File: config.mk
export PLATFORM = sky130hd
export DESIGN_NAME = program_loader
export DESIGN_NICKNAME = d
export VERILOG_FILES = /design/src/rtl/loader_pkg.sv /design/src/rtl/byte_packer.sv /design/src/rtl/program_loader.sv
export SDC_FILE = /design/constraint.sdc
export NUM_CORES = 1
export LEC_CHECK = 0
export CAP_MARGIN = 20
export CORE_MARGIN = 5
export CORE_UTILIZATION = 35
export CTS_BUF_LIST = sky130_fd_sc_hd__clkbuf_16
export DETAILED_ROUTE_END_ITERATION = 12
export PLACE_DENSITY_LB_ADDON = 0.15
export SLEW_MARGIN = 15
export SYNTH_ARGS = -nofsm -noshare
export SYNTH_HDL_FRONTEND = slang
export SYNTH_HIERARCHICAL = 1
export SYNTH_SLANG_ARGS = --single-unit
export TNS_END_PERCENT = 5
File: constraint.sdc
create_clock -name clk -period 4.65 [get_ports clk]
set_clock_uncertainty 0.2 [all_clocks]
set_input_delay 0.93 -clock clk [delete_from_list [all_inputs] [get_ports clk]]
set_output_delay 0.93 -clock clk [all_outputs]
set_load 0.02 [all_outputs]
File: src/rtl/loader_pkg.sv
// Shared types and stream-format constants for the boot-time program loader.
// Stream: 2-byte word count (high byte first), then big-endian words (first byte -> bits 31:24).
package loader_pkg;

   typedef enum logic [2:0] {
      S_IDLE,
      S_LEN_HI,
      S_LEN_LO,
      S_WORD,
      S_WRITE,
      S_DONE,
      S_ERROR
   } state_t;

   localparam int unsigned HDR_BYTES      = 2;
   localparam int unsigned BYTES_PER_WORD = 4;

   // States in which the loader consumes a stream byte.
   function automatic logic is_accept_state(input state_t s);
      return (s == S_LEN_HI) || (s == S_LEN_LO) || (s == S_WORD);
   endfunction

endpackage

File: src/rtl/byte_packer.sv
// Byte-to-word shift register: bytes enter at the LSB end, so the first byte
// of a word ends up in the most significant position.
module byte_packer
   import loader_pkg::*;
#(
   parameter int unsigned WIDTH = 32
) (
   input  logic             clk,
   input  logic             reset,
   input  logic             clear,
   input  logic             shift,
   input  logic [7:0]       in_byte,
   output logic [WIDTH-1:0] word,
   output logic             full
);

   logic [1:0] byte_cnt;

   always_ff @(posedge clk) begin
      if (reset || clear) begin
         word     <= '0;
         byte_cnt <= '0;
      end else if (shift) begin
         word     <= {word[WIDTH-9:0], in_byte};
         byte_cnt <= byte_cnt + 2'd1;
      end
   end

   // High in the cycle the last byte of a word is being shifted in.
   assign full = shift && (byte_cnt == 2'(BYTES_PER_WORD - 1));

endmodule

File: src/rtl/program_loader.sv
// Boot loader: parses a length-prefixed byte stream, writes packed words into
// instruction memory from BASE_ADDR, and holds the core in reset until done.
module program_loader
   import loader_pkg::*;
#(
   parameter int unsigned              ADD_INST_SIZE = 32,
   parameter int unsigned              SIZE_DATA     = 32,
   parameter int unsigned              MAX_WORDS     = 256,
   parameter logic [ADD_INST_SIZE-1:0] BASE_ADDR     = '0
) (
   input  logic                     clk,
   input  logic                     reset,
   input  logic                     load_start,
   input  logic                     in_valid,
   input  logic [7:0]               in_data,
   output logic                     in_ready,
   output logic                     mem_we,
   output logic [ADD_INST_SIZE-1:0] mem_addr,
   output logic [SIZE_DATA-1:0]     mem_wdata,
   output logic                     core_reset,
   output logic                     done,
   output logic                     error
);

   localparam int unsigned IDX_W = $clog2(MAX_WORDS) + 1;

   state_t                   state, state_next;
   logic [7:0]               count_hi;
   logic [15:0]              count_q;
   logic [IDX_W-1:0]         word_idx;
   logic [ADD_INST_SIZE-1:0] addr_q;
   logic                     accept;
   logic                     pack_clear;
   logic                     pack_shift;
   logic                     pack_full;
   logic [16:0]              hdr_len;
   logic                     last_word;

   assign in_ready   = is_accept_state(state);
   assign accept     = in_valid && in_ready;
   assign mem_we     = (state == S_WRITE);
   assign mem_addr   = addr_q;
   assign core_reset = (state != S_DONE);
   assign done       = (state == S_DONE);
   assign error      = (state == S_ERROR);

   assign hdr_len    = {1'b0, count_hi, in_data};
   assign last_word  = (17'(word_idx) + 17'd1) == {1'b0, count_q};
   assign pack_clear = (state == S_LEN_LO);
   assign pack_shift = accept && (state == S_WORD);

   byte_packer #(
      .WIDTH (SIZE_DATA)
   ) u_packer (
      .clk     (clk),
      .reset   (reset),
      .clear   (pack_clear),
      .shift   (pack_shift),
      .in_byte (in_data),
      .word    (mem_wdata),
      .full    (pack_full)
   );

   always_ff @(posedge clk) begin
      if (reset) begin
         state <= S_IDLE;
      end else begin
         state <= state_next;
      end
   end

   always_comb begin
      state_next = state;
      unique case (state)
         S_IDLE, S_DONE, S_ERROR: begin
            if (load_start) state_next = S_LEN_HI;
         end
         S_LEN_HI: begin
            if (accept) state_next = S_LEN_LO;
         end
         S_LEN_LO: begin
            if (accept) begin
               if (hdr_len == 17'd0)                 state_next = S_DONE;
               else if (hdr_len > 17'(MAX_WORDS))    state_next = S_ERROR;
               else                                  state_next = S_WORD;
            end
         end
         S_WORD: begin
            if (pack_full) state_next = S_WRITE;
         end
         S_WRITE: begin
            state_next = last_word ? S_DONE : S_WORD;
         end
         default: state_next = S_IDLE;
      endcase
   end

   // Address is tracked incrementally so it is a plain register at the port.
   always_ff @(posedge clk) begin
      if (reset) begin
         count_hi <= '0;
         count_q  <= '0;
         word_idx <= '0;
         addr_q   <= BASE_ADDR;
      end else begin
         unique case (state)
            S_LEN_HI: begin
               if (accept) count_hi <= in_data;
            end
            S_LEN_LO: begin
               if (accept) begin
                  count_q  <= {count_hi, in_data};
                  word_idx <= '0;
                  addr_q   <= BASE_ADDR;
               end
            end
            S_WRITE: begin
               word_idx <= word_idx + 1'b1;
               addr_q   <= addr_q + ADD_INST_SIZE'(BYTES_PER_WORD);
            end
            default: ;
         endcase
      end
   end

endmodule

# Word level (Yosys, flattened, before mapping)

Cells that the tools add are included.

Register bits: 102
Output and inout bits: 69

$add $sub $neg: 4
Order comparisons: 1
Equal/unequal tests: 13
Muxes and demuxes: 12
Reductions and logical operators: 14

Operator list:

| cell                  | number |
|---|---|
| $pmux 32 s2           | 1 |
| $add 32x3->32 const B | 1 |
| $mux 32               | 1 |
| $mux 3                | 7 |
| $pmux 9 s2            | 1 |
| $logic_not 17->1      | 1 |
| $eq 10x16->1          | 1 |
| $gt 16x9->1 const B   | 1 |
| $pmux 3 s5            | 1 |
| $add 9x1->10 const B  | 1 |
| $add 9x1->9 const B   | 1 |
| $eq 3x3->1 const B    | 3 |
| $mux 9                | 1 |
| $ne 2x2->1 const B    | 4 |
| $eq 3x2->1 const B    | 2 |
| $reduce_and 2->1      | 3 |
| $reduce_and 4->1      | 1 |
| $eq 3x1->1 const B    | 1 |
| $logic_and 1x1->1     | 3 |
| $logic_not 3->1       | 1 |
| $logic_or 1x1->1      | 3 |
| $ne 3x3->1 const B    | 1 |
| $reduce_or 3->1       | 1 |
| $add 2x1->2 const B   | 1 |
| 2 further kinds       | 2 |

# Logic depth before layout (Yosys ltp)

Gate-level depths: netlist of the first run.

Word-level depth: 8
Mapped depth: 12

# Modules after synthesis

The synthesis of the first run kept the hierarchy.

By module, submodules not included:

| module         | instances | cells each | area an instance (µm²) | seq. area each (µm²) |
|---|---|---|---|---|
| program_loader | 1         | 430        | 3374.5                 | 1321.3 |
| byte_packer    | 1         | 113        | 1276.2                 | 680.7 |

# Worst setup path before layout of the first run

No wires, ideal clock.

Path type: input to register
From: input in_valid
To: register state[1]
Setup time: 0.120 ns
Arrival time: 2.256 ns
Setup slack: 2.074 ns
Stages: 10
Buffers on the path: 2
Cells stage by stage: and3_1 > buf_6 > buf_6 > and2_1 > nand3b_1 > a21oi_1 > a21o_1 > nor3_1 > o22a_1 > o31a_1

Word-level cells in the longest chain between the ends: 5
Elaborated cells between the ends (all ways): 7

Ends and longest elaborated chain:

| what                              | line                 | source |
|---|---|---|
| start: declaration                | program_loader.sv:14 | `input logic in_valid,` |
| $logic_and 1x1->1                 | program_loader.sv:40 | `assign accept = in_valid && in_ready;` |
| $logic_and 1x1->1                 | program_loader.sv:50 | `assign pack_shift = accept && (state == S_WORD);` |
| $logic_and 1x1->1                 | byte_packer.sv:30    | `assign full = shift && (byte_cnt == 2'(BYTES_PER_WORD - 1));` |
| named net pack_full               | program_loader.sv:35 | `logic pack_full;` |
| $ne 2x2->1 (no source line)       | --                   |  |
| $reduce_and 4->1 (no source line) | --                   |  |
| end signal: assignment            | program_loader.sv:68 | `state <= state_next;` |
| end: declaration                  | program_loader.sv:27 | `state_t state, state_next;` |

The timed path passes the listed nets, and every way through them passes these cells.
A chain may end at the register's enable or synchronous reset.

# Worst setup path after layout of the first run

From: register state[0]
To: output mem_we

Word-level cells in the longest chain between the ends: 1

Ends and longest elaborated chain:

| what             | line                 | source |
|---|---|---|
| $eq 3x3->1       | program_loader.sv:41 | `assign mem_we = (state == S_WRITE);` |
| end: declaration | program_loader.sv:17 | `output logic mem_we,` |

No other way between the ends.

==> results of run 1 <==
cell type report:
type                            count  area, um2  share of cell area (%)
Inverter                            4       15.0                   0.260
Clock inverter                      7       57.6                   0.997
Tap cell                          176        220                    3.81
Sequential cell                   100       2000                    34.7
Timing Repair Buffer               84        828                    14.3
Multi-Input combinational cell    407       2430                    42.0
Clock buffer                        9        225                    3.90
how the worst max path moves through the flow:
stage | startpoint | end | slack, ns | depth (start not counted)
detailed placement | state[0] | mem_we | 1.57 | 3
global placement | in_data[2] | state[2] | 1.58 | 7
CTS | state[0] | mem_we | 1.18 | 3
finish | state[0] | mem_we | 1.20 | 3
floorplan | in_valid | state[1] | 2.07 | 10
global route | state[0] | mem_we | 1.06 | 3
registers in the layout, indices dropped and copies added (netlist names):
signal             cells
count_hi               8
state                  3
mem_addr              30
count_q               16
u_packer/byte_cnt      2
u_packer/word         32
word_idx               9
cell families (layout without fill, tap and decap cells):
logic type      Yosys count  after routing  synth area share, %
flops                   100            100                 43.0
other cells               1              2               0.0806
buf+inv                  37            104                 4.87
fa+ha+maj                 3              3                0.807
mux                      51             51                 11.2
simple gates            241            241                 24.9
xor+xnor                 14             14                 2.64
compound gates           96             96                 12.5
cell usage after synthesis, types with 2 or more instances:
library cell,count
mux2i_1,44
dfxtp_1,100
inv_1,3
a21boi_0,2
and4_1,2
buf_8,3
a21o_1,5
and2_1,3
ha_1,3
or3_1,8
nand4_1,5
clkbuf_1,20
nor3_1,12
xnor2_1,10
nand3_1,25
xor2_1,4
o21ai_0,17
and3_1,11
a21oi_1,44
or2_2,3
nand2_1,62
a31oi_1,2
mux2_2,7
nand3b_1,3
buf_6,6
o211ai_1,10
nor4_1,5
nand2b_1,2
buf_4,2
nor2_1,83
a311oi_1,3
o31a_1,4
nor3b_1,3
nor2b_1,6
a211o_1,2
critical path, cell delays in order (launching register included):
cell and delay (ns):
dfxtp_1 0.62, or3b_1 0.22, clkinv_1 0.43, clkdlybuf4s50_1 0.70
through the flow:
| step | instance area [um2] | std cells |
|---|---|---|
| after floorplan | 4650 | 544 |
| after global placement | 5480 | 770 |
| after detailed placement | 5490 | 771 |
| after CTS | 5780 | 787 |
| after global routing | 5780 | 787 |
| final | 5780 | 787 |
power groups by stage:
stage / registers (mW) / clock network, mW / logic, mW
floorplan: 0.890 / 0 / 0.0900
global placement: 0.898 / 0 / 0.107
detailed placement: 0.899 / 0 / 0.110
CTS: 0.879 / 0.760 / 0.111
global route: 0.882 / 0.796 / 0.121
finish: 0.879 / 0.731 / 0.110
routing by layer:
layer / GRT usage (%) / routed length (um) / up-vias
met5: 0 / 0 / -
met4: 4.97 / 106 / 0
met3: 3.71 / 454 / 10
met2: 23.0 / 5270 / 76
met1: 20.0 / 5570 / 1881
li1: - / - / 2016
==> summary by stage, run 1 <==
Outcome
The run finished with clean final reports.

STA
The post-route setup TNS is 0 ns. The maximum frequency from static timing analysis is 290 MHz. The final-report setup violation count is 0. Once routing completed, OpenROAD measured the worst setup slack at 1.20 ns. Final hold analysis gives a worst-case slack of 0.257 ns. The final critical delay including setup and external delays is 3.45 ns. The ratio of final minimum period to clock period is 74.2%. In this run the tightest slew margin relative to its limit is 37.8%.

Setup repair after global routing left no endpoint under its margin. The hold violation count in the final report came to 0. The number of max-slew violations in the final report was 0. The actual slew at the worst max-slew pin is 0.928 ns.

Hold path
In this run the worst hold path is classified as reg -> reg. The worst hold path depth is 2. The worst hold path begins at count_q[12]. For hold timing, the worst endpoint is count_q[12].

Finish
The count of filler cells inserted in the layout is 1331. The most common library cell in the layout ignoring fill and taps is dfxtp_1. The library cells used most frequently in the layout, excluding fill and tap cells, are dfxtp_1, nor2_1, clkdlybuf4s50_1. The fraction of final layout cells sized beyond drive strength 1 is 6.06%. The number of antenna diodes in the final layout is 0. The final-stage net count is 621. The layout overhead on the synthesized area is 24.2%. For this run, the share of the core covered by cells in the final layout is 44.0%.

Global route
The number of global-route vias before repair is 3858. Global routing used 14.7% of the available tracks. The initial antenna violation count was 0.

The total overflow left after global routing is 0. The pin count of the biggest net entering global routing is 70. The first global-routing pass estimated 19300 um of wire.

Synth
The top-area cell type share of the netlist area is 43.0%. The biggest area contributor in the post-synthesis netlist is dfxtp_1. A synthesized cell averages 8.56 um2. For this run, asynchronously set or reset flops after synthesis account for 0%. Sorting the synthesized cells by area gives the leading types as dfxtp_1, mux2i_1, nor2_1.

The summed instance area of the synthesized netlist is 4650 um2. The synthesized design contains 0 enable-type register cells. The sequential fraction of the synthesis area is 43.0%. Synthesis produced a netlist whose cell count is 543. For this run, the number of Yosys warnings is 6. After synthesis, the netlist uses 54 different library cells. The most used flip-flop cell after synthesis is dfxtp_1. The number of register bits inferred by synthesis is 100.

Floorplanning
The core region is 13100 um2. The height of the die is 125 um. The count of standard-cell rows is 42. The boundary pin count is 81.

The floorplan step set the die width to 125 um. The effective utilization at floorplan is 35.4%. The area of the die is 15700 um2.

Clock network
The clock sink total is 100. No sink is reached through more buffers than the 2 on the longest clock path. The H-tree depth is 3. The CTS root buffer is clkbuf_16. TritonCTS built the clock tree. The number of buffers inserted by hold repair at cts is 0. The later pin in the worst-skew pair is clocked with a latency of 0.35 ns. Clock tree synthesis inserted a total of 9 buffers. In this run, post-CTS repair resized a total of 0 instances. The clock-pin slew of the registers on the worst-case setup and hold paths is 0.07 ns. The count of buffers added by post-CTS timing repair for setup is 0.

Critical path
The slack of the worst reg-to-reg path is 2.02 ns. The endpoint identified for the worst register-to-register timing path is mem_addr[8]. Of all nets on the critical path, the largest fanout is 17. STA puts the critical path data arrival time at 2.32 ns. The startpoint identified for the worst register-to-register timing path is state[0]. STA classifies the critical path endpoint as an output pin.

The worst reg2reg path depth is 5. The startpoint class of the critical path is a register. At the worst endpoint, the required time is 3.52 ns.

The type of the setup path with the least slack is reg -> out.

Drt
The sum of routed wire length over all layers is 11400 um. Before antenna repair, the detailed router went through 4 iterations. The detailed router finished its first iteration with 327 violations. The via total after detailed routing is 3983.

The number of nets with antenna violations after detailed routing is 0. The remaining routing DRC violations is 0. The number of vias per cell is 5.06. The detailed-route wire length per cell is 14.5 um.

Power and ir drop
Net switching is 25.5% of the power. The clock group share of total power is 42.5%. The maximum VDD drop is 181 uV. Of the total power, combinational logic draws 6.4%. Summed over all cells, the static leakage comes to 1.96 nW. The share of total power dissipated in sequential elements is 51.1%. The total power density per cell area is 298 nW/um2. The total power is 1.72 mW.

The power dissipated by switching net loads is 438 uW. The internal power of the cells is 1.28 mW.

Place
The worst setup slack before clock tree synthesis is 1.57 ns. Buffers placed on the I/O ports in this run total 78. Routability-driven placement finished with a final weighted congestion of 0.802. After legalization and detailed placement, the total HPWL measured 7760 um.

Job
The number of max-cap violations is 0.
Note: power is estimated with default switching activity, not from simulation.
==> inputs of run 2 (changes only) <==
==> constraint.sdc (replaced) <==
create_clock -name clk -period 3.53 [get_ports clk]
set_clock_uncertainty 0.2 [all_clocks]
set_input_delay 0.706 -clock clk [delete_from_list [all_inputs] [get_ports clk]]
set_output_delay 0.706 -clock clk [all_outputs]
set_load 0.02 [all_outputs]
==> run 2 against run 1 <==
Combinational power grew 31%. Clock-buffer cell count is the same. Sequential share of layout area shrank 0.19 points. Die area is the same. Clock power grew 34%. Wire length shrank 0.83%. Register-to-register slack lost 1.1 ns. Global-route usage shrank 0.31 points. Design area grew 0.56%. Critical path depth is the same. Sequential power grew 32%. Power grew 33%. Critical path type unchanged. Largest power group unchanged. Highest routed layer unchanged.
==> summary by stage, run 2 (synthesis results as in run 1) <==
Outcome
The run finished with clean final reports.

Finish
From synthesis to final layout, the design area changed by 24.9%. The top cell types in the final layout, fill and taps aside, are dfxtp_1, nor2_1, clkdlybuf4s50_1. The number of non-filler instances in the completed layout is 791 (+0.51%). The fraction of final layout cells sized beyond drive strength 1 is 6.67% (+0.61 points). The number of antenna diodes was 0 (unchanged). The flip-flop count of the largest register after layout was 32 (unchanged). The final-stage net count is 625 (+0.64%). The largest register by flop count is u_packer/word.

The final design instance area without fill is 5810 um2 (+0.56%). The most common library cell in the layout ignoring fill and taps is dfxtp_1.

Floorplanning
The effective utilization at floorplan is 35.4% (unchanged). The count of standard-cell rows is 42 (unchanged). The height of the die came to 125 um (unchanged). The boundary pin count is 81 (unchanged). The area of the die came to 15700 um2 (unchanged). The core box area is 13100 um2 (unchanged).

The die extent in x is 125 um (unchanged).

Global route
The number of global-route vias before repair is 3631 (-5.9%). The pin count of the biggest net entering global routing is 41 (-41%). The first-pass GRT wire length is 18800 um (-2.4%). The initial antenna violation count is 0 (unchanged). The remaining global-route overflow came to 0 (unchanged). The global-route usage over all layers is 14.4% (-0.31 points).

Drt
The detailed-route wire length per cell is 14.3 um (-1.3%). The remaining routing DRC violations is 0 (unchanged). The via total after detailed routing is 3984 (+0.025%). The number of vias per cell is 5.04 (-0.48%). The detailed router's first-iteration violation count came to 263 (-20%). The sum of routed wire length over all layers is 11300 um (-0.83%).

The number of optimization iterations in the first detailed-route pass is 4 (unchanged). The number of nets with antenna violations after detailed routing was 0 (unchanged).

Job
The number of max-cap violations is 0 (unchanged).

Place
The weighted congestion reported at the end of routability-driven placement was 0.810 (+1.0%). The number of port buffers is 78 (unchanged). The post-DP HPWL is 7930 um (+2.2%).

The total placed cells including tap cells was 775 (+0.52%). The worst setup slack before clock tree synthesis came to 0.760 ns (-0.807 ns). The cell area after placement is 5520 um2 (+0.41%).

Power and ir drop
The clock group share of total power is 42.9% (+0.4 points). The combinational share of power is 6.3% (about the same). The maximum VDD drop is 234 uV (+30%). The power dissipated by switching net loads was 538 uW (+23%). The total power density per cell area came to 393 nW/um2 (+32%). The internal power of the cells is 1.75 mW (+36%). The sequential share of power is 50.8% (-0.3 points). The total power came to 2.28 mW (+33%). The switching power as a share of total power came to 23.6% (-1.9 points). The cell leakage power is 1.98 nW (+1.1%).

Critical path
The worst reg2reg path startpoint is state[0]. The signal arrival time at the worst endpoint is 2.19 ns (-0.13 ns). The type of the setup path with the least slack is reg -> out. In this run the critical register-to-register path is captured at mem_addr[8]. The buffers plus inverters on the worst setup path is 2 (unchanged). Traced cell by cell, the critical path runs through or3b_1, clkinv_1, clkdlybuf4s50_1. STA classifies the critical path endpoint as an output pin. The slowest stage of the critical path belongs to the cell clkdlybuf4s50_1. The gate family responsible for the most delay along the worst path is buffers and inverters. The startpoint class of the critical path is a register. The worst reg2reg path depth is 6 (+1). The number of cells on the critical path came to 3 (unchanged).

The data required time of the critical path came to 2.62 ns (-0.90 ns). The maximum cell stage delay along the critical path is 0.61 ns (-0.09 ns). The slack of the worst reg-to-reg path was 0.90 ns (-1.12 ns). The largest fanout on the critical path came to 11 (-6).

Clock network
The clock-pin slew of the registers on the worst-case setup and hold paths is 0.07 ns (about the same). The total clock buffers created by CTS was 9 (unchanged). In this run the clock root is driven by a clkbuf_16. The count of instances resized after the clock tree is built is 0 (unchanged). The H-tree depth is 3 (unchanged). The clock sink total is 100 (unchanged). The clock latency of the later-clocked register in the worst-skew pair is 0.34 ns (about the same). The number of buffers inserted by hold repair at cts is 0 (unchanged). TritonCTS built the clock tree. The maximum number of buffers from clock root to sink is 2 (unchanged). The count of buffers added by post-CTS timing repair for setup is 0 (unchanged).

Hold path
The min-delay analysis places its worst path in the category reg -> reg. For hold timing, the worst endpoint is count_q[14]. The worst hold path depth is 2 (unchanged). The startpoint identified for the worst hold timing path is count_q[14].

STA
Setup repair after global routing left no endpoint under its margin. The final-report setup violation count was 0 (unchanged). The actual slew at the worst max-slew pin was 0.665 ns (-0.263 ns). The post-route setup TNS is 0 ns (unchanged). The final critical delay including setup and external delays is 3.09 ns. The final worst slack is 0.436 ns (-0.763 ns). The number of max-slew violations in the final report came to 0 (unchanged).

Based on the critical path, the design can be clocked at up to 323 MHz. The hold violation count in the final report came to 0 (unchanged). The worst path uses 87.6% of the clock period. The worst max-slew margin expressed relative to the limit was 55.5% (+18 points).
[run 2: changes by cell type in the layout (fill, tap and decap cells not counted), sizes merged]
cell and change:
buf +4, bufinv +1, clkinv +2, inv -3
[run 2: cell type report]
cell class	instances	area (um2)
clock buffer	9	225
multi-input combinational	407	2430
fill	1339	7330
inverter	4	15.0
sequential	100	2000
clock inverter	7	67.6
timing repair buffer	88	851
tap	176	220
[run 2: layer usage]
metal	vias to the layer above	global-route usage, %	wire, um
li1	2027	-	-
met1	1885	20.0	5470
met2	61	22.0	5250
met3	11	3.07	409
met4	0	5.55	178
met5	-	0	0
[run 2: tightest hold or removal path, stage by stage, from the launching register on]
cell and delay, ns:
dfxtp_1 0.31, nand2_1 0.05, a21oi_1 0.05
[run 2: power groups by stage]
stage	combinational [mW]	clock (mW)	sequential, mW
2_1_floorplan	0.119	0	1.17
3_3_place_gp	0.144	0	1.18
3_5_place_dp	0.143	0	1.18
4_1_cts	0.144	1.01	1.16
5_1_grt	0.159	1.07	1.16
6_report	0.144	0.980	1.16
[run 2: per-stage QoR]
stage | util, % | hold WS (ns)
detailed placement | 42.0 | 0.254
global route | 44.2 | 0.283
CTS | 44.2 | 0.263
global placement | 42.0 | 0.248
finish | 44.2 | 0.259
floorplan | - | 0.236
[run 2: how the worst max path moves through the flow]
stage | endpoint | slack (ns) | startpoint
global placement | state[2] | 0.76 | in_data[2]
finish | mem_we | 0.44 | state[2]
floorplan | state[1] | 1.10 | state[1]
CTS | mem_we | 0.43 | state[2]
global route | mem_we | 0.36 | state[2]
detailed placement | state[1] | 0.76 | in_valid
==> inputs of run 3 (changes only) <==
--- a/config.mk
+++ b/config.mk
@@ -6,10 +6,11 @@
 export NUM_CORES = 1
 export LEC_CHECK = 0
 export CAP_MARGIN = 20
-export CORE_MARGIN = 5
+export CORE_MARGIN = 2
 export CORE_UTILIZATION = 35
 export CTS_BUF_LIST = sky130_fd_sc_hd__clkbuf_16
 export DETAILED_ROUTE_END_ITERATION = 12
+export GPL_TIMING_DRIVEN = 0
 export PLACE_DENSITY_LB_ADDON = 0.15
 export SLEW_MARGIN = 15
 export SYNTH_ARGS = -nofsm -noshare
==> run 3 against run 2 <==
Critical path depth increased by 2. Die area down 9.4%. Flip-flop and latch count unchanged. Global-route usage grew 2.8 points. Largest cell class unchanged. Final cell count grew 2.8%. First-iteration DRC count shrank 15%. Clock-buffer cell count unchanged. Design area rose by 2.5%. Setup slack lost 0.12 ns.
==> summary by stage, run 3 (synthesis results as in run 1) <==
Outcome
The run finished with clean final reports.

Global route
The initial antenna violation count is 0 (unchanged). The first-pass GRT wire length is 19600 um (+4.4%). The number of global-route vias before repair is 3848 (+6.0%). The remaining global-route overflow is 0 (unchanged). The pin count of the biggest net entering global routing is 19 (-54%).

The global-route usage over all layers is 17.2% (+2.8 points).

Finish
The post-layout utilization of the core came to 45.5% (+1.3 points). The fraction of final layout cells sized beyond drive strength 1 is 6.75% (+0.084 points). The final design instance area without fill is 5960 um2 (+2.5%). The most common library cell in the layout ignoring fill and taps is dfxtp_1. The flip-flop count of the largest register after layout is 32 (unchanged). More flip-flops sit in one register than any other, and that register is u_packer/word. In the layout the commonest cells are dfxtp_1, nor2_1, clkdlybuf4s50_1. The number of antenna diodes is 0 (unchanged). Relative to the synthesized area, the layout overhead comes to 28.1%. The final-stage net count is 647 (+3.5%). The count of filler cells inserted in the layout is 1301 (-2.8%).

Floorplanning
The die extent in x came to 119 um (-4.8%). The height of the die is 119 um (-4.8%). The core box area was 13100 um2 (-0.40%). The area of the die is 14200 um2 (-9.4%). The effective utilization at floorplan is 35.5% (+0.14 points). The boundary pin count was 81 (unchanged). The count of standard-cell rows is 42 (unchanged).

Critical path
The type of the setup path with the least slack is reg -> out. The data required time of the critical path is 2.62 ns (about the same). The signal arrival time at the worst endpoint is 2.31 ns (+0.12 ns).

The largest fanout on the critical path is 16 (+5). STA classifies the critical path startpoint as a register. The worst setup path is captured at an output pin.

Hold path
The path class of the tightest hold or removal check is reg -> reg.

STA
The hold violation count in the final report is 0 (unchanged). The number of max-slew violations in the final report is 0 (unchanged). Setup repair after global routing left no endpoint under its margin. The final hold slack is 0.260 ns (+0.000464 ns). The final-report setup violation count is 0 (unchanged). The post-route setup TNS is 0 ns (unchanged). The ratio of final minimum period to clock period came to 91.1% (+3.5 points). The worst max-slew margin expressed relative to the limit is 42.6% (-13 points). The actual slew at the worst max-slew pin was 0.857 ns (+0.192 ns).

The final critical delay including setup and external delays is 3.22 ns (+0.122 ns). The maximum frequency from static timing analysis is 311 MHz (-3.8%).

Place
The post-DP HPWL is 8700 um (+9.7%). The weighted congestion reported at the end of routability-driven placement came to 0.811 (+0.19%). The number of port buffers is 78 (unchanged).

The cell area after placement is 5660 um2 (+2.5%).

Clock network
The H-tree depth came to 3 (unchanged). The clock sink total is 100 (unchanged). The count of instances resized after the clock tree is built came to 0 (unchanged).

TritonCTS built the clock tree. The tree is rooted in a clkbuf_16. The maximum number of buffers from clock root to sink is 2 (unchanged). The total clock buffers created by CTS came to 9 (unchanged).

The clock latency of the later-clocked register in the worst-skew pair is 0.36 ns (+0.02 ns). The count of buffers added by post-CTS timing repair for setup is 0 (unchanged). The number of buffers inserted by hold repair at cts is 0 (unchanged). The clock-pin slew of the registers on the worst-case setup and hold paths was 0.07 ns (about the same).

Drt
The detailed router's first-iteration violation count came to 223 (-15%). The sum of routed wire length over all layers was 12000 um (+5.9%). The number of vias per cell is 5.15 (+2.3%). The number of nets with antenna violations after detailed routing is 0 (unchanged). The detailed-route wire length per cell is 14.7 um (+3.1%). The remaining routing DRC violations came to 0 (unchanged). The number of optimization iterations in the first detailed-route pass is 4 (unchanged). The via total after detailed routing was 4187 (+5.1%).

Power and ir drop
The total power density per cell area is 395 nW/um2 (+0.40%). The cell leakage power is 2.04 nW (+2.7%). The maximum VDD drop is 300 uV (+28%).

Job
The number of max-cap violations was 0 (unchanged).
## run 3: cell types whose count changed in the layout (fill, tap and decap cells not counted), sizes merged
| cell | before | now |
|---|---|---|
| buf | 11 | 13 |
| clkbuf | 9 | 28 |
| clkdlybuf4s50 | 77 | 78 |
| clkinv | 4 | 3 |
| clkinvlp | 1 | 0 |
| inv | 5 | 7 |
## run 3: per-layer routing
metal	part of all wire [%]	up-vias	track usage [%]
li1	-	2081	-
met1	48	2013	23.3
met2	47	77	27.4
met3	3.5	16	3.50
met4	1.6	0	5.65
met5	0	-	0
## run 3: metrics by stage
step / std cells / power [mW] / setup WS (ns)
floorplan: 544 / 1.29 / 1.10
global placement: 798 / 1.35 / 0.390
detailed placement: 798 / 1.35 / 0.374
CTS: 813 / 2.38 / 0.282
global route: 813 / 2.43 / 0.209
finish: 813 / 2.35 / 0.314
## run 3: path summary, 6_finish.rpt
path | start | end | slack, ns | cells past startpoint
max | state[0] | mem_we | 0.31 | 5
min reg2reg | count_q[14] | count_q[14] | 0.26 | 2
min | count_q[14] | count_q[14] | 0.26 | 2
max reg2reg | state[1] | state[1] | 0.69 | 12
## run 3: power by group
group          switching [mW]  internal (mW)
logic                   0.107         0.0729
clock network           0.462          0.560
registers             0.00906           1.14
total                   0.578           1.77
## run 3: area by class of cell
| cell class | count | area [um2] | share of cell area, % |
|---|---|---|---|
| plain buffers | 32 | 208 | 3.49 |
| clock buffers | 9 | 225 | 3.78 |
| clock inverters | 7 | 78.8 | 1.32 |
| inverters | 4 | 15.0 | 0.252 |
| multi-input cells | 407 | 2430 | 40.7 |
| flip-flops and latches | 100 | 2000 | 33.6 |
| well taps | 176 | 220 | 3.70 |
| repair buffers | 78 | 781 | 13.1 |
## run 3: worst max-delay path, stage by stage, from the launching register on
cell and delay [ns]:
dfxtp_1 0.31, buf_6 0.12, or3b_1 0.35, buf_2 0.18, clkinv_1 0.31, clkdlybuf4s50_1 0.68
